$ cat config.mk
export PLATFORM = sky130hd
export DESIGN_NAME = serial_add_arbiter
export DESIGN_NICKNAME = d
export VERILOG_FILES = /design/src/rtl/serial_add_arbiter.sv
export SDC_FILE = /design/constraint.sdc
export NUM_CORES = 1
export LEC_CHECK = 0
export CORE_UTILIZATION = 40
export CTS_BUF_LIST = sky130_fd_sc_hd__clkbuf_4
export CTS_CLUSTER_DIAMETER = 30
export DETAILED_ROUTE_END_ITERATION = 12
export PLACE_DENSITY_LB_ADDON = 0.12
export SLEW_MARGIN = 30
export SYNTH_ARGS = -nofsm -noshare
export SYNTH_HDL_FRONTEND = slang
export SYNTH_SLANG_ARGS = --single-unit
$ cat constraint.sdc
create_clock -name clk -period 3.15 [get_ports clk]
set_input_delay 0.945 -clock clk [delete_from_list [all_inputs] [get_ports clk]]
set_output_delay 0.945 -clock clk [all_outputs]
set_load 0.01 [all_outputs]
$ cat src/rtl/serial_add_arbiter.sv
// Two-requester round-robin front end feeding one shared bit-serial full-add cell.
// Operands are added LSB-first over WIDTH cycles; the result is held until the consumer takes it.
module serial_add_arbiter #(
  parameter int WIDTH = 8
) (
  input  logic             clk,
  input  logic             rst_n,
  input  logic             req0_valid,
  output logic             req0_ready,
  input  logic [WIDTH-1:0] req0_a,
  input  logic [WIDTH-1:0] req0_b,
  input  logic             req1_valid,
  output logic             req1_ready,
  input  logic [WIDTH-1:0] req1_a,
  input  logic [WIDTH-1:0] req1_b,
  output logic             res_valid,
  input  logic             res_ready,
  output logic [WIDTH-1:0] res_sum,
  output logic             res_cout,
  output logic             res_id,
  output logic             busy,
  output logic [1:0]       state_dbg
);

  // Handshakes: a transfer happens on a rising edge where valid and ready are both high.
  // Ready never depends on the same channel's data, only on state, arbitration and valid.
  localparam int CNT_W = $clog2(WIDTH);
  localparam logic [CNT_W-1:0] CNT_LAST = CNT_W'(WIDTH - 1);

  typedef enum logic [1:0] {
    ST_IDLE  = 2'd0,
    ST_SHIFT = 2'd1,
    ST_DONE  = 2'd2
  } state_t;

  state_t             r_state;
  state_t             w_state_nxt;
  logic [WIDTH-1:0]   r_a_sh;
  logic [WIDTH-1:0]   r_b_sh;
  logic [WIDTH-1:0]   r_sum_sh;
  logic [CNT_W-1:0]   r_cnt;
  logic               r_carry;
  logic               r_cout;
  logic               r_id;
  logic               r_last;

  logic               w_idle;
  logic               w_grant_id;
  logic               w_accept;
  logic               w_cnt_last;
  logic               w_p;
  logic               w_s;
  logic               w_c_next;

  // A tie goes to whoever was not served last; a lone request always wins.
  assign w_idle      = (r_state == ST_IDLE);
  assign w_grant_id  = (req0_valid & req1_valid) ? ~r_last : req1_valid;
  assign req0_ready  = w_idle & req0_valid & ~w_grant_id;
  assign req1_ready  = w_idle & req1_valid & w_grant_id;
  assign w_accept    = req0_ready | req1_ready;
  assign w_cnt_last  = (r_cnt == CNT_LAST);

  // Two cascaded half adders plus an OR form the full-add cell.
  assign w_p      = r_a_sh[0] ^ r_b_sh[0];
  assign w_s      = w_p ^ r_carry;
  assign w_c_next = (r_a_sh[0] & r_b_sh[0]) | (r_carry & w_p);

  always_ff @(posedge clk or negedge rst_n) begin
    if (!rst_n) begin
      r_state <= ST_IDLE;
    end else begin
      r_state <= w_state_nxt;
    end
  end

  always_comb begin
    w_state_nxt = r_state;
    case (r_state)
      ST_IDLE:  if (w_accept)   w_state_nxt = ST_SHIFT;
      ST_SHIFT: if (w_cnt_last) w_state_nxt = ST_DONE;
      ST_DONE:  if (res_ready)  w_state_nxt = ST_IDLE;
      default:                  w_state_nxt = ST_IDLE;
    endcase
  end

  always_ff @(posedge clk or negedge rst_n) begin
    if (!rst_n) begin
      r_a_sh   <= '0;
      r_b_sh   <= '0;
      r_sum_sh <= '0;
      r_cnt    <= '0;
      r_carry  <= 1'b0;
      r_cout   <= 1'b0;
      r_id     <= 1'b0;
      r_last   <= 1'b1;
    end else if (w_accept) begin
      r_a_sh   <= w_grant_id ? req1_a : req0_a;
      r_b_sh   <= w_grant_id ? req1_b : req0_b;
      r_sum_sh <= '0;
      r_cnt    <= '0;
      r_carry  <= 1'b0;
      r_id     <= w_grant_id;
      r_last   <= w_grant_id;
    end else if (r_state == ST_SHIFT) begin
      // Sum bits enter at the MSB so the word is LSB-aligned after WIDTH shifts.
      r_sum_sh <= {w_s, r_sum_sh[WIDTH-1:1]};
      r_a_sh   <= r_a_sh >> 1;
      r_b_sh   <= r_b_sh >> 1;
      r_carry  <= w_c_next;
      if (w_cnt_last) begin
        r_cnt  <= '0;
        r_cout <= w_c_next;
      end else begin
        r_cnt  <= r_cnt + CNT_W'(1);
      end
    end
  end

  assign res_valid = (r_state == ST_DONE);
  assign res_sum   = r_sum_sh;
  assign res_cout  = r_cout;
  assign res_id    = r_id;
  assign busy      = (r_state == ST_SHIFT) | (r_state == ST_DONE);
  assign state_dbg = r_state;

endmodule

Word level (Yosys, flattened, before mapping)
Index checks and enable logic that the tools add are counted.
Widths: inputs -> output; s select.
- bits of input ports: 37
- output and inout port bits: 16
- register bits after elaboration: 33
- word-level logic and storage cells: 53
- reductions and logical operators: 4
- muxes and demuxes: 18
- add/sub/neg operators: 1
- bitwise operators: 15
- eq/ne operators: 6
- operators by type and width (kind ; count):
    $mux 8 ; 8
    $mux 3 ; 3
    $and 1x1->1 ; 7
    $mux 2 ; 3
    $pmux 2 s3 ; 1
    $reduce_and 3->1 ; 2
    $ne 2x1->1 const B ; 2
    $add 3x1->3 const B ; 1
    $eq 3x3->1 const B ; 1
    $mux 1 ; 3
    $not 1->1 ; 3
    $or 1x1->1 ; 3
    $eq 2x1->1 const B ; 1
    $eq 2x2->1 const B ; 1
    $logic_not 2->1 ; 1
    $ne 2x2->1 const B ; 1
    $reduce_bool 2->1 ; 1
    $xor 1x1->1 ; 2

Logic depth before layout (Yosys ltp)
- depth after elaboration: 7
- mapped depth: 7
- depth with buffers taken out: 5

Worst setup path before layout
Ideal clock, no wire load.
- kind: input port to output port
- start point: in req1_valid
- end point: out req1_ready
- stages on the path: 3
- path buffers: 1
- data required time: 2.205 ns
- slack: 0.722 ns
- arrival: 1.483 ns
- path through: nand2_1 -> a21oi_1 -> buf_2
- cells in the longest elaborated chain, start to end: 3
- elaborated cells on any way between the ends: 4
- those cells by class: 1 x mux; 3 x bitwise
- RTL lines (what ; line ; source):
    start, declared ; 12 ; input logic req1_valid,
    $and 1x1->1 ; 57 ; assign w_grant_id = (req0_valid & req1_valid) ? ~r_last : req1_valid;
    $mux 1 ; 57 ;
    $and 1x1->1 (*) ; 59 ; assign req1_ready = w_idle & req1_valid & w_grant_id;
    end, declared ; 13 ; output logic req1_ready,
Every way passes the cells marked *; elsewhere a longest branch is shown, timed or not.

Worst setup path in the final report
- start point: in req0_valid
- end point: out req0_ready
- cells in the longest elaborated chain, start to end: 4
- elaborated cells on any way between the ends: 5
- those cells by class: 1 x mux; 4 x bitwise
- RTL lines (what ; line ; source):
    start, declared ; 8 ; input logic req0_valid,
    $and 1x1->1 ; 57 ;
    $mux 1 ; 57 ;
    $not 1->1 ; 58 ; assign req0_ready = w_idle & req0_valid & ~w_grant_id;
    $and 1x1->1 (*) ; 58 ;
    end, declared ; 9 ; output logic req0_ready,
Marked as above.

==> impl_metrics.tcl <==
set metrics [dict create \
    critical_path_buf_inv_count 2 \
    start_util 0.434 \
    slew_headroom 0.617 \
    synthTopCellsByArea "dfrtp_1 (49%), mux2i_1 (17%), a221o_1 (7.3%), nor2_1 (5.7%), ha_1 (4.6%)" \
    num_rows 22 \
    timing_worst_setup_path_type "input port to output port" \
    cp-endpoint "req0_ready" \
    routed_wl_um 3800 \
    cp_max_fo 3 \
    grt_pass1_wl_um 6220 \
    rrSetupSlack_ns 1.28 \
    cts_root_buf "clkbuf_4" \
    grt_usage 0.193 \
    synth.distinct_cells 23 \
    hold_viol 0 \
    drv_slew 0 \
    path_clk_slew_ns 0.10 \
    cp.depth 4 \
    drive_above_1_share 0.0976 \
    cts_tree "built" \
    powerDensity_nw_per_um2 828 \
    synthesis.area_um2 1650 \
    arrival_ns 2.10 \
    synth_seq_cells 33 \
    fmax_mhz 329 \
    syn_inst 145 \
    end_kind "output port" \
    fin_skew_ns 0.0106 \
    critPathLaunch "req0_valid" \
    timing.rr.end "r_b_sh[6]$_DFFE_PN0P_" \
    drv_cap 0 \
    placed_area_um2 2250 \
    clock_latency_ns 0.34 \
    synth_nets 189 \
    hp-class "flop to flop" \
    cts_buffers 5 \
    die-height_um 66.2 \
    outcome "completed" \
    ff2ff_path_depth 6 \
    cts_buffer_depth 2 \
    drtAntennaViolNets 0 \
    drc_errors 0 \
    ys_seq_area_frac 0.502 \
    routedWlPerCell_um 15.0 \
    cts.sinks 33 \
    worstPathCellList "clkdlybuf4s50_1, nand2_1, a21oi_2, dlygate4sd2_1" \
    syn2layout_area_growth_pct 39.8 \
    hold_depth 1 \
    routabilityCongestion 0.813 \
    first_iter_violations 66 \
    period_share 0.966 \
    fin_nets 249 \
    vias 1345 \
    grt_max_degree 34 \
    firstDrtPassIters 5 \
    die_area_um2 4380 \
    leakagePower_nw 1.05 \
    cp-start-kind "input port" \
    fin_area_um2 2310 \
    crit_slowest_cell "clkdlybuf4s50_1" \
    syn_area_per_cell_um2 11.4 \
    critical_path.top_delay_family "buffers and inverters" \
    overflow 0 \
    period_needed_ns 3.04 \
    htreeDepth 2 \
    tns_ns 0 \
    synth_top_cell_by_area "dfrtp_1" \
    reg2reg_from "state_dbg[0]$_DFFE_PN0P_" \
    port_buffers 52 \
    grt_antenna_before_repair 0 \
    dp_hpwl_um 2700 \
    diodes 0 \
    max-vdd-ir-drop_mv 0.615 \
    grt_pass1_vias 1301 \
    cpPeakStageDelay_ns 0.54 \
    fp.dieW_um 66.2 \
    yosysTopAreaCellShare 0.486 \
    vias_per_cell 5.32 \
    tightest_slew_ns 0.575 \
    ys.warnings.count 0 \
    rsz0062_at_grt "no" \
    core_area_um2 3800 \
    io_pins 53 \
    critical_path_required_ns 2.20 \
    finalSetupViolCount 0 \
]
## kinds of logic after synthesis
logic type | count (synthesis) | share of synthesized area
AOI/OAI and AO/OA | 27 | 0.131
DFF | 33 | 0.502
muxes | 30 | 0.184
adders and majority gates | 7 | 0.0577
and+or+nand+nor | 34 | 0.0850
buffers and inverters | 14 | 0.0410
## sequential cells by signal (all words and copies together), names as in the netlist
signal / cells
r_carry: 1
res_sum: 8
r_cnt: 3
state_dbg: 2
r_last: 1
r_a_sh: 8
r_b_sh: 8
res_cout: 1
res_id: 1
## layer usage
metal / routed length (um) / vias to the layer above / part of all wire / GRT usage
li1: - / 643 / - / -
met1: 1700 / 644 / 0.45 / 0.242
met2: 1820 / 49 / 0.48 / 0.315
met3: 223 / 9 / 0.059 / 0.0603
met4: 58 / 0 / 0.015 / 0.0638
met5: 0 / - / 0 / 0
## power breakdown
group / switching (mW) / total, mW / internal [mW]
Clock: 0.137 / 0.227 / 0.0895
Combinational: 0.480 / 0.986 / 0.506
Sequential: 0.105 / 0.697 / 0.592
## placed cells by master, fill, tap and decap left out, types with 3 or more instances in the layout
| cell | synthesis | layout |
|---|---|---|
| clkdlybuf4s50_1 | 0 | 50 |
| dfrtp_1 | 32 | 32 |
| mux2i_1 | 28 | 28 |
| nor2_1 | 25 | 25 |
| a221o_1 | 12 | 12 |
| buf_4 | 2 | 9 |
| inv_1 | 6 | 6 |
| ha_1 | 6 | 6 |
| clkbuf_4 | 0 | 6 |
| o21ai_0 | 4 | 4 |
| nand2_1 | 3 | 3 |
| nand3_1 | 3 | 3 |
| a21oi_1 | 5 | 3 |
## per-stage QoR
stage | worst slack (ns) | util | std cells | hold slack [ns] | total power [mW]
2_1_floorplan | 0.722 | - | 145 | 0.470 | 1.36
4_1_cts | 0.147 | 0.607 | 253 | 0.503 | 1.93
3_3_place_gp | -0.176 | 0.593 | 246 | 0.465 | 1.66
6_report | 0.107 | 0.607 | 253 | 0.498 | 1.91
5_1_grt | 0.0764 | 0.607 | 253 | 0.540 | 2.07
3_5_place_dp | -0.200 | 0.593 | 246 | 0.466 | 1.69
## cells in the mapped netlist, drive strengths merged
master and number:
dfrtp 32, mux2i 28, nor2 25, a221o 12, buf 8, ha 6, inv 6, a21oi 5
o21ai 4, nand2 3, nand3 3, a211oi 2, mux2 2, nor2b 2, a21boi 1, a21o 1
a222oi 1, dfstp 1, fa 1, nor3b 1, o21a 1
## how the worst min path moves through the flow
stage | from | endpoint | slack (ns)
floorplan | r_a_sh[7]$_DFFE_PN0P_ | r_a_sh[7]$_DFFE_PN0P_ | 0.47
global placement | res_id$_DFFE_PN0P_ | res_id$_DFFE_PN0P_ | 0.46
detailed placement | res_id$_DFFE_PN0P_ | res_id$_DFFE_PN0P_ | 0.47
CTS | res_id$_DFFE_PN0P_ | res_id$_DFFE_PN0P_ | 0.50
global route | res_id$_DFFE_PN0P_ | res_id$_DFFE_PN0P_ | 0.54
finish | res_id$_DFFE_PN0P_ | res_id$_DFFE_PN0P_ | 0.50
## cell type report
type,instances,area (um2)
clock inverter,1,3.75
fill,322,1490
inverter,6,22.5
clock buffer,6,45.0
tap,48,60.1
multi-input combinational,98,762
timing repair buffer,61,586
sequential,33,827
## timing repair
| action | 4_1_cts | 5_1_grt |
|---|---|---|
| hold buffers | 0 | 0 |
| gates resized for setup | 4 | 0 |
| endpoints found under the setup margin | 2 | 0 |
| setup buffers | 0 | 0 |
No activity file was read; power rests on OpenSTA's default activity.
